**config.mk**
```make
export PLATFORM = sky130hd
export DESIGN_NAME = mem_access_unit
export DESIGN_NICKNAME = d
export VERILOG_FILES = /design/src/rtl/mem_access_unit.sv
export SDC_FILE = /design/constraint.sdc
export NUM_CORES = 1
export LEC_CHECK = 0
export CAP_MARGIN = 25
export CORE_MARGIN = 1.5
export CORE_UTILIZATION = 45
export CTS_CLUSTER_SIZE = 20
export DETAILED_ROUTE_END_ITERATION = 6
export HOLD_SLACK_MARGIN = 0.08
export PLACE_DENSITY = 0.81
export RECOVER_POWER = 25
export SLEW_MARGIN = 20
export SYNTH_ARGS = -nofsm -noshare
export SYNTH_HDL_FRONTEND = slang
export SYNTH_SLANG_ARGS = --single-unit
```
**constraint.sdc**
```tcl
create_clock -name clk -period 7.1 [get_ports clk]
set_input_delay 0.71 -clock clk [delete_from_list [all_inputs] [get_ports clk]]
set_output_delay 0.71 -clock clk [all_outputs]
set_load 0.005 [all_outputs]
```
**src/rtl/mem_access_unit.sv**
```systemverilog
// Load/store stage: one req/ack data-bus transaction per accepted request.
// Define MISALIGN_TRAP_EN to trap misaligned half/word accesses.
module mem_access_unit #(
   parameter int BUS_TIMEOUT = 255
) (
   input  logic        clk,
   input  logic        rst,
   input  logic        start,
   input  logic        mem_read,
   input  logic        mem_write,
   input  logic [2:0]  funct3,
   input  logic [31:0] addr,
   input  logic [31:0] wdata,
   output logic        busy,
   output logic        done,
   output logic [31:0] rdata_out,
   output logic        fault,
   output logic        misalign,
   output logic        bus_req,
   output logic        bus_we,
   output logic [31:0] bus_addr,
   output logic [3:0]  bus_be,
   output logic [31:0] bus_wdata,
   input  logic [31:0] bus_rdata,
   input  logic        bus_ack
);

   typedef enum logic [1:0] {IDLE, BUS, RESP, DONE} state_t;

   localparam int CW = (BUS_TIMEOUT > 1) ? $clog2(BUS_TIMEOUT) : 1;

   state_t        state, state_n;
   logic [CW-1:0] cnt, cnt_n;
   logic [2:0]    f3_q, f3_n;
   logic [1:0]    lane_q, lane_n;
   logic          req_n, we_n, flt_n, mis_n;
   logic [31:0]   addr_n, wd_n, rd_n;
   logic [3:0]    be_n;
   logic          is_st, illegal, mis, hit_to;
   logic [3:0]    st_be;
   logic [31:0]   st_wd, ext, shifted;
   logic [15:0]   half;

   assign is_st   = !mem_read && mem_write;
   assign illegal = (funct3 == 3'b011) || (funct3[2:1] == 2'b11)
                 || (is_st && funct3[2]);

`ifdef MISALIGN_TRAP_EN
   assign mis = !illegal
             && (((funct3[1:0] == 2'b01) && addr[0])
             ||  ((funct3[1:0] == 2'b10) && (addr[1:0] != 2'b00)));
`else
   assign mis = 1'b0;
`endif

   assign hit_to = (BUS_TIMEOUT != 0) && (cnt == CW'(BUS_TIMEOUT - 1));

   always_comb begin
      st_be = 4'b1111;
      st_wd = wdata;
      unique case (1'b1)
         funct3[1:0] == 2'b00: begin
            st_be = 4'b0001 << addr[1:0];
            st_wd = {4{wdata[7:0]}};
         end
         funct3[1:0] == 2'b01: begin
            st_be = addr[1] ? 4'b1100 : 4'b0011;
            st_wd = {2{wdata[15:0]}};
         end
         default: ;
      endcase
   end

   // lane pick from the captured low address bits
   assign shifted = bus_rdata >> {lane_q, 3'b000};
   assign half    = lane_q[1] ? bus_rdata[31:16] : bus_rdata[15:0];

   always_comb begin
      ext = bus_rdata;
      unique case (1'b1)
         f3_q == 3'b000: ext = {{24{shifted[7]}}, shifted[7:0]};
         f3_q == 3'b100: ext = {24'h0, shifted[7:0]};
         f3_q == 3'b001: ext = {{16{half[15]}}, half};
         f3_q == 3'b101: ext = {16'h0, half};
         default: ;
      endcase
   end

   always_comb begin
      state_n = state;
      cnt_n   = cnt;
      f3_n    = f3_q;
      lane_n  = lane_q;
      req_n   = bus_req;
      we_n    = bus_we;
      addr_n  = bus_addr;
      be_n    = bus_be;
      wd_n    = bus_wdata;
      rd_n    = rdata_out;
      flt_n   = fault;
      mis_n   = misalign;
      unique case (state)
         IDLE: begin
            if (start && (mem_read || mem_write)) begin
               we_n   = is_st;
               addr_n = {addr[31:2], 2'b00};
               be_n   = is_st ? st_be : 4'b1111;
               wd_n   = is_st ? st_wd : 32'h0;
               f3_n   = funct3;
               lane_n = addr[1:0];
               rd_n   = 32'h0;
               flt_n  = illegal;
               mis_n  = mis;
               cnt_n  = '0;
               if (illegal || mis) begin
                  state_n = DONE;
               end else begin
                  state_n = BUS;
                  req_n   = 1'b1;
               end
            end
         end
         BUS: begin
            if (bus_ack) begin
               req_n   = 1'b0;
               state_n = RESP;
               if (!bus_we) rd_n = ext;
            end else if (hit_to) begin
               req_n   = 1'b0;
               flt_n   = 1'b1;
               rd_n    = 32'h0;
               state_n = DONE;
            end else begin
               cnt_n = cnt + 1'b1;
            end
         end
         RESP:    state_n = DONE;
         DONE:    state_n = IDLE;
         default: state_n = IDLE;
      endcase
   end

   always_ff @(posedge clk or posedge rst) begin
      if (rst) begin
         state     <= IDLE;
         cnt       <= '0;
         f3_q      <= 3'b000;
         lane_q    <= 2'b00;
         bus_req   <= 1'b0;
         bus_we    <= 1'b0;
         bus_addr  <= 32'h0;
         bus_be    <= 4'h0;
         bus_wdata <= 32'h0;
         rdata_out <= 32'h0;
         fault     <= 1'b0;
         misalign  <= 1'b0;
      end else begin
         state     <= state_n;
         cnt       <= cnt_n;
         f3_q      <= f3_n;
         lane_q    <= lane_n;
         bus_req   <= req_n;
         bus_we    <= we_n;
         bus_addr  <= addr_n;
         bus_be    <= be_n;
         bus_wdata <= wd_n;
         rdata_out <= rd_n;
         fault     <= flt_n;
         misalign  <= mis_n;
      end
   end

   assign busy = (state != IDLE);
   assign done = (state == DONE);

endmodule

```
==> results.cfg, run 1 <==
[status]
outcome = complete, but fails checks
violations = capacitance limit, slew limit

[worst_setup_path]
cp-end-kind = asynchronous set/reset pin
cp-start-kind = input pin
max_stage_delay_ns = 1.18
crit_fanout = 70
critPathBufInv = 3
cpLargestDelayFamily = buffers and inverters
crit_type = input pin to asynchronous set/reset pin
required_ns = 7.52
cp_data_arrival_time_ns = 3.39
critPathSlowestCell = clkinvlp_2
cp_cell_sequence = dlygate4sd3_1 > clkinvlp_2 > buf_4

[routing]
drt-initial-drc-count = 373
first_pass_iters = 5
route.antenna.remaining_nets = 0
via_per_inst = 5.30
detail_route.wl_per_cell_um = 16.7
wl_mm = 16.3
drc = 0
via_count = 5176

[floorplan]
die_h_um = 116
num_rows = 41
coreArea_sq_mm = 0.0126
die_w_um = 116
initial_core_util_pct = 45.9
ios = 211
die_area_sq_mm = 0.0135

[clock_tree]
holdBufCountCts = 0
cts_resized = 0
postCtsSetupRepairBufs = 0
tritoncts = yes
cts.sinks = 116
clock_latency_ns = 0.41
root_buffer = clkbuf_16
h-tree-depth = 4
clk_pin_slew_worst_paths_ns = 0.05
cts_buffers = 17
clockBufferDepth = 2

[global_routing]
grt_use_met3_pct = 7.16
grtUsageTotal_pct = 24.8
antenna_found_initial = 0
gr-usage-met2_pct = 39.8
grt_use_met1_pct = 31.5
overflow = 0
grt_pass1_wl_mm = 25.8
first_global_vias = 5209
grt_max_degree = 71
busiest_layer = met2

[cells_and_area]
final_nets = 905
diodes = 0
area_delta_synth_final_pct = 46.5
drive_gt1_share_pct = 8.07
fin_cells = 977

[min_path]
holdCritPathClass = register to register

[run]
cap_violations = 1

[power_and_ir_drop]
ir_drop_mv = 0.190
power_density_mw_per_mm2 = 390
power.leakage_nw = 3.79

[timing]
relSlewSlack_pct = -38.1
setup_ws_ns = 4.13
hold_ws_ns = 0.465
period_share_pct = 41.8
tightest_slew_ns = 2.06
rsz0062_at_grt = false
final.setup_skew_ns = 0.00741
timing.fmax_mhz = 337
period_needed_ns = 2.97
final-setup-viol-count = 0
setup_tns_ns = 0
slew_viol_final = 48
finalHoldViolations = 0

[synth]
ys_ff_latch = 116
synth_top_cell_by_area = dfrtp_1
synthesis.instances = 606
netlist.area_leader.share_pct = 50.4
synth_cell_types = 45
synthFlopType = dfrtp_1
synth-edff-count = 0
yosys-top-cells-area = dfrtp_1, nand2_1, mux2i_1, mux2_2, o21ai_0
synth_area_per_cell_sq_um = 9.51
syn-cell-area_sq_mm = 0.00576
synth.most_common_cell = nand2_1
synth_warnings = 0
async_flop_share_pct = 100
synth_common_cells = nand2_1, dfrtp_1, o21ai_0
yosysSeqAreaShare_pct = 50.4

[placed_design]
pre_cts_ws_ns = 3.98
gp_congestion = 0.851
port_buffers = 207
hpwl_mm = 11.7
dp.cells = 947
-- per-layer routing --
| layer | up-vias | routed length (um) |
|---|---|---|
| met3 | 27 | 1190 |
| met1 | 2464 | 6700 |
| met4 | 0 | 403 |
| met5 | - | 0 |
| met2 | 217 | 8000 |
| li1 | 2468 | - |
-- cells in the final DEF (no fill, tap or decap), drive strengths merged, types with 3 or more instances in the layout --
cell type	instances
clkdlybuf4s50	169
mux2i	40
nand3	5
dlygate4sd3	38
nor3	3
o22ai	7
ha	6
o21ai	43
nand4	3
dfrtp	116
nor2b	6
mux2	26
inv	13
nand2	155
a221oi	7
nor2	32
clkinv	4
o31ai	18
clkbuf	25
o2bb2ai	16
buf	5
conb	3
nor4	3
a21oi	27
nand2b	11
-- through the flow --
stage	area [sq um]	utilization (%)	total power [W]
5_1_grt	8440	67.2	0.00351
6_report	8440	67.2	0.00330
3_5_place_dp	7900	62.8	0.00255
4_1_cts	8440	67.2	0.00336
2_1_floorplan	5770	-	0.00181
3_3_place_gp	7900	62.8	0.00249
-- report_power, final --
group	total, W	switching [W]	internal [W]
clock network	0.000790	0.000279	0.000511
logic	0.00136	0.000617	0.000741
registers	0.00115	0.000213	0.000935
-- worst register-to-register path, cell delays in order (launching register included) --
cell and delay (ns):
dfrtp_1 0.40, inv_1 0.13, ha_1 0.32, inv_1 0.15, nor2_4 0.73, nand2_1 0.38, o21ai_0 0.30
-- registers in the layout, indices dropped and copies added, names as in the netlist --
name and count:
f3_q 3, lane_q 2, fault 1, cnt 8
bus_wdata 32, rdata_out 32, bus_we 1, bus_req 1
bus_be 4, bus_addr 30, state 2
-- final cells by class --
type | count | area (sq um)
Multi-Input combinational cell | 433 | 2620
Timing Repair Buffer | 212 | 2110
Clock inverter | 5 | 50.0
Fill cell | 983 | 4120
Sequential cell | 116 | 2900
Inverter | 14 | 53.8
Clock buffer | 25 | 495
Tap cell | 172 | 215
-- final timing paths --
check,from,endpoint,slack [ns],cells past startpoint
min,bus_addr[7],bus_addr[7],0.46,2
max in group clk,mem_read,bus_wdata[26],4.46,5
min in group asynchronous,rst,bus_addr[4],1.30,2
max reg2reg,state[0],bus_wdata[26],4.60,6
min reg2reg,bus_addr[7],bus_addr[7],0.46,2
max,rst,rdata_out[17],4.13,3
-- cell families after synthesis --
family | synth area share (%)
other cells | 0.0651
simple gates | 16.5
buf+inv | 4.56
flops | 50.4
mux | 12.0
compound gates | 15.1
fa+ha+maj | 1.30
Power figures use the tool's default switching activity.
==> inputs of run 2 (changes only) <==
- CORE_UTILIZATION: 45 -> 41
- PLACE_DENSITY: 0.81 -> 0.78
- clock period: 7.1 -> 2.5 ns (I/O delays scaled with it)
==> run 2 against run 1 <==
The run still ends with capacitance limit, slew limit left. Sequential cell count did not move. First-iteration DRC count fell by 27%. Die area rose by 9.5%. Non-clock buffer count is 10 higher. Cell area grew 1.7%. Wire length is 6.0% higher. Critical path depth is 3 higher. Power increased to 2.9 times the previous value. Critical path type is now register to register. Combinational power grew to 3.0 times the previous value. Sequential power grew to 2.8 times the previous value. Clock skew increased by 0.0014 ns. Global-route usage down 0.83 points. Critical endpoint is now cnt[4].
==> results.cfg, run 2 (same netlist as run 1, synthesis figures left out) <==
[cells_and_area]
diodes = 0
mostFrequentLayoutCells = clkdlybuf4s50_1, nand2_1, dfrtp_1
drive_gt1_share_pct = 9.67
area_delta_synth_final_pct = 49.0
final_nets = 915
fillerInstances = 1132
reg_top3 = bus_wdata: 32 flops, rdata_out: 32 flops, bus_addr: 30 flops
final_common_cell = clkdlybuf4s50_1
fin_area_sq_mm = 0.00858

[power_and_ir_drop]
clkPwrFrac_pct = 24.4
power.leakage_nw = 3.76
internal_power_w = 0.00641
p_comb_share_pct = 42.5
ir_drop_mv = 0.602
finalPower_w = 0.00971
swShare_pct = 34.0
p_sw_w = 0.00330
power_density_mw_per_mm2 = 1130
power_frac_seq_pct = 33.2

[timing]
tightest_slew_ns = 1.59
setup_tns_ns = 0
final-setup-viol-count = 0
timing.fmax_mhz = 442
slew_viol_final = 117
relSlewSlack_pct = -6.14
hold_ws_ns = 0.360
final.setup_skew_ns = 0.00877
period_share_pct = 90.5
finalHoldViolations = 0
period_needed_ns = 2.26
rsz0062_at_grt = false

[floorplan]
die_area_sq_mm = 0.0148
initial_core_util_pct = 41.7
coreArea_sq_mm = 0.0138
ios = 211
die_w_um = 122
die_h_um = 122
num_rows = 43

[routing]
detail_route.wl_per_cell_um = 17.3
via_count = 5339
drc = 0
drt-initial-drc-count = 274
first_pass_iters = 5
via_per_inst = 5.36
route.antenna.remaining_nets = 0
wl_mm = 17.3

[status]
outcome = complete, but fails checks
violations = capacitance limit, slew limit

[global_routing]
busiest_layer = met2
grtUsageTotal_pct = 24.0
first_global_vias = 5480
grt_use_met3_pct = 7.91
gr-usage-met2_pct = 40.2
grt_use_met1_pct = 28.5
grt_pass1_wl_mm = 27.4
antenna_found_initial = 0
grt_max_degree = 117
overflow = 0

[worst_setup_path]
required_ns = 2.84
cp-end-kind = register
crit_fanout = 18
crit_type = register to register
cp-start-kind = register
critPathSlowestCell = or4_1
cp_cell_sequence = inv_1 > ha_1 > and2_4 > a211o_1 > or4_1 > a21boi_1
cp_data_arrival_time_ns = 2.60
max_stage_delay_ns = 0.56

[clock_tree]
cts_buffers = 17
clk_pin_slew_worst_paths_ns = 0.06
clockBufferDepth = 2
holdBufCountCts = 0
cts_resized = 0
postCtsSetupRepairBufs = 0
tritoncts = yes
h-tree-depth = 4
cts.sinks = 116
root_buffer = clkbuf_16
clock_latency_ns = 0.42

[placed_design]
dpl-instance-area_sq_mm = 0.00802
hpwl_mm = 12.2
gp_congestion = 0.816
port_buffers = 207

[min_path]
holdCritPathClass = input pin to register

[run]
cap_violations = 1
==> run 2: final cells by class <==
cell class | count | area, sq um | area share, %
Multi-Input combinational cell | 433 | 2610 | 30.4
Sequential cell | 116 | 2900 | 33.8
Timing Repair Buffer | 222 | 2210 | 25.7
Clock inverter | 13 | 135 | 1.57
Inverter | 14 | 56.3 | 0.656
Tap cell | 180 | 225 | 2.62
Clock buffer | 19 | 443 | 5.16
==> run 2: stage by stage <==
stage               util [%]  cells  worst slack, ns
finish                  62.1    997            0.238
global route            62.1    997            0.111
CTS                     62.2    997            0.252
detailed placement      58.0    965            0.220
global placement        58.0    965            0.291
floorplan                  -    608            0.528
==> run 2: worst max-delay path, delay by kind of cell (launching register included) <==
kind                     cells  cell delay [ns]
AO/OA/AOI/OAI                2             0.59
flip-flops                   1             0.38
buffers and inverters        1             0.10
adder cells (fa/ha/maj)      1             0.30
AND/OR/NAND/NOR              2             0.81
==> run 2: routing by layer <==
layer  wire length [um]  up-vias
met5                  0        -
met4                354        0
li1                   -     2486
met3               1410       32
met2               8510      231
met1               7000     2590
==> run 2: power by group through the flow <==
stage | Sequential [W] | Combinational, W | Clock [W]
6_report | 0.00322 | 0.00412 | 0.00237
5_1_grt | 0.00331 | 0.00450 | 0.00250
4_1_cts | 0.00322 | 0.00415 | 0.00240
3_5_place_dp | 0.00323 | 0.00412 | 0
3_3_place_gp | 0.00319 | 0.00400 | 0
2_1_floorplan | 0.00314 | 0.00202 | 0
==> run 2: final timing paths <==
path,start,to,slack [ns],cells after the start
max,state[1],cnt[4],0.24,6
min,addr[3],bus_addr[3],0.36,3
max reg2reg,state[1],cnt[4],0.24,6
min reg2reg,bus_addr[6],bus_addr[6],0.47,2
max in group asynchronous,rst,rdata_out[28],0.62,3
min in group asynchronous,rst,bus_addr[12],0.92,3
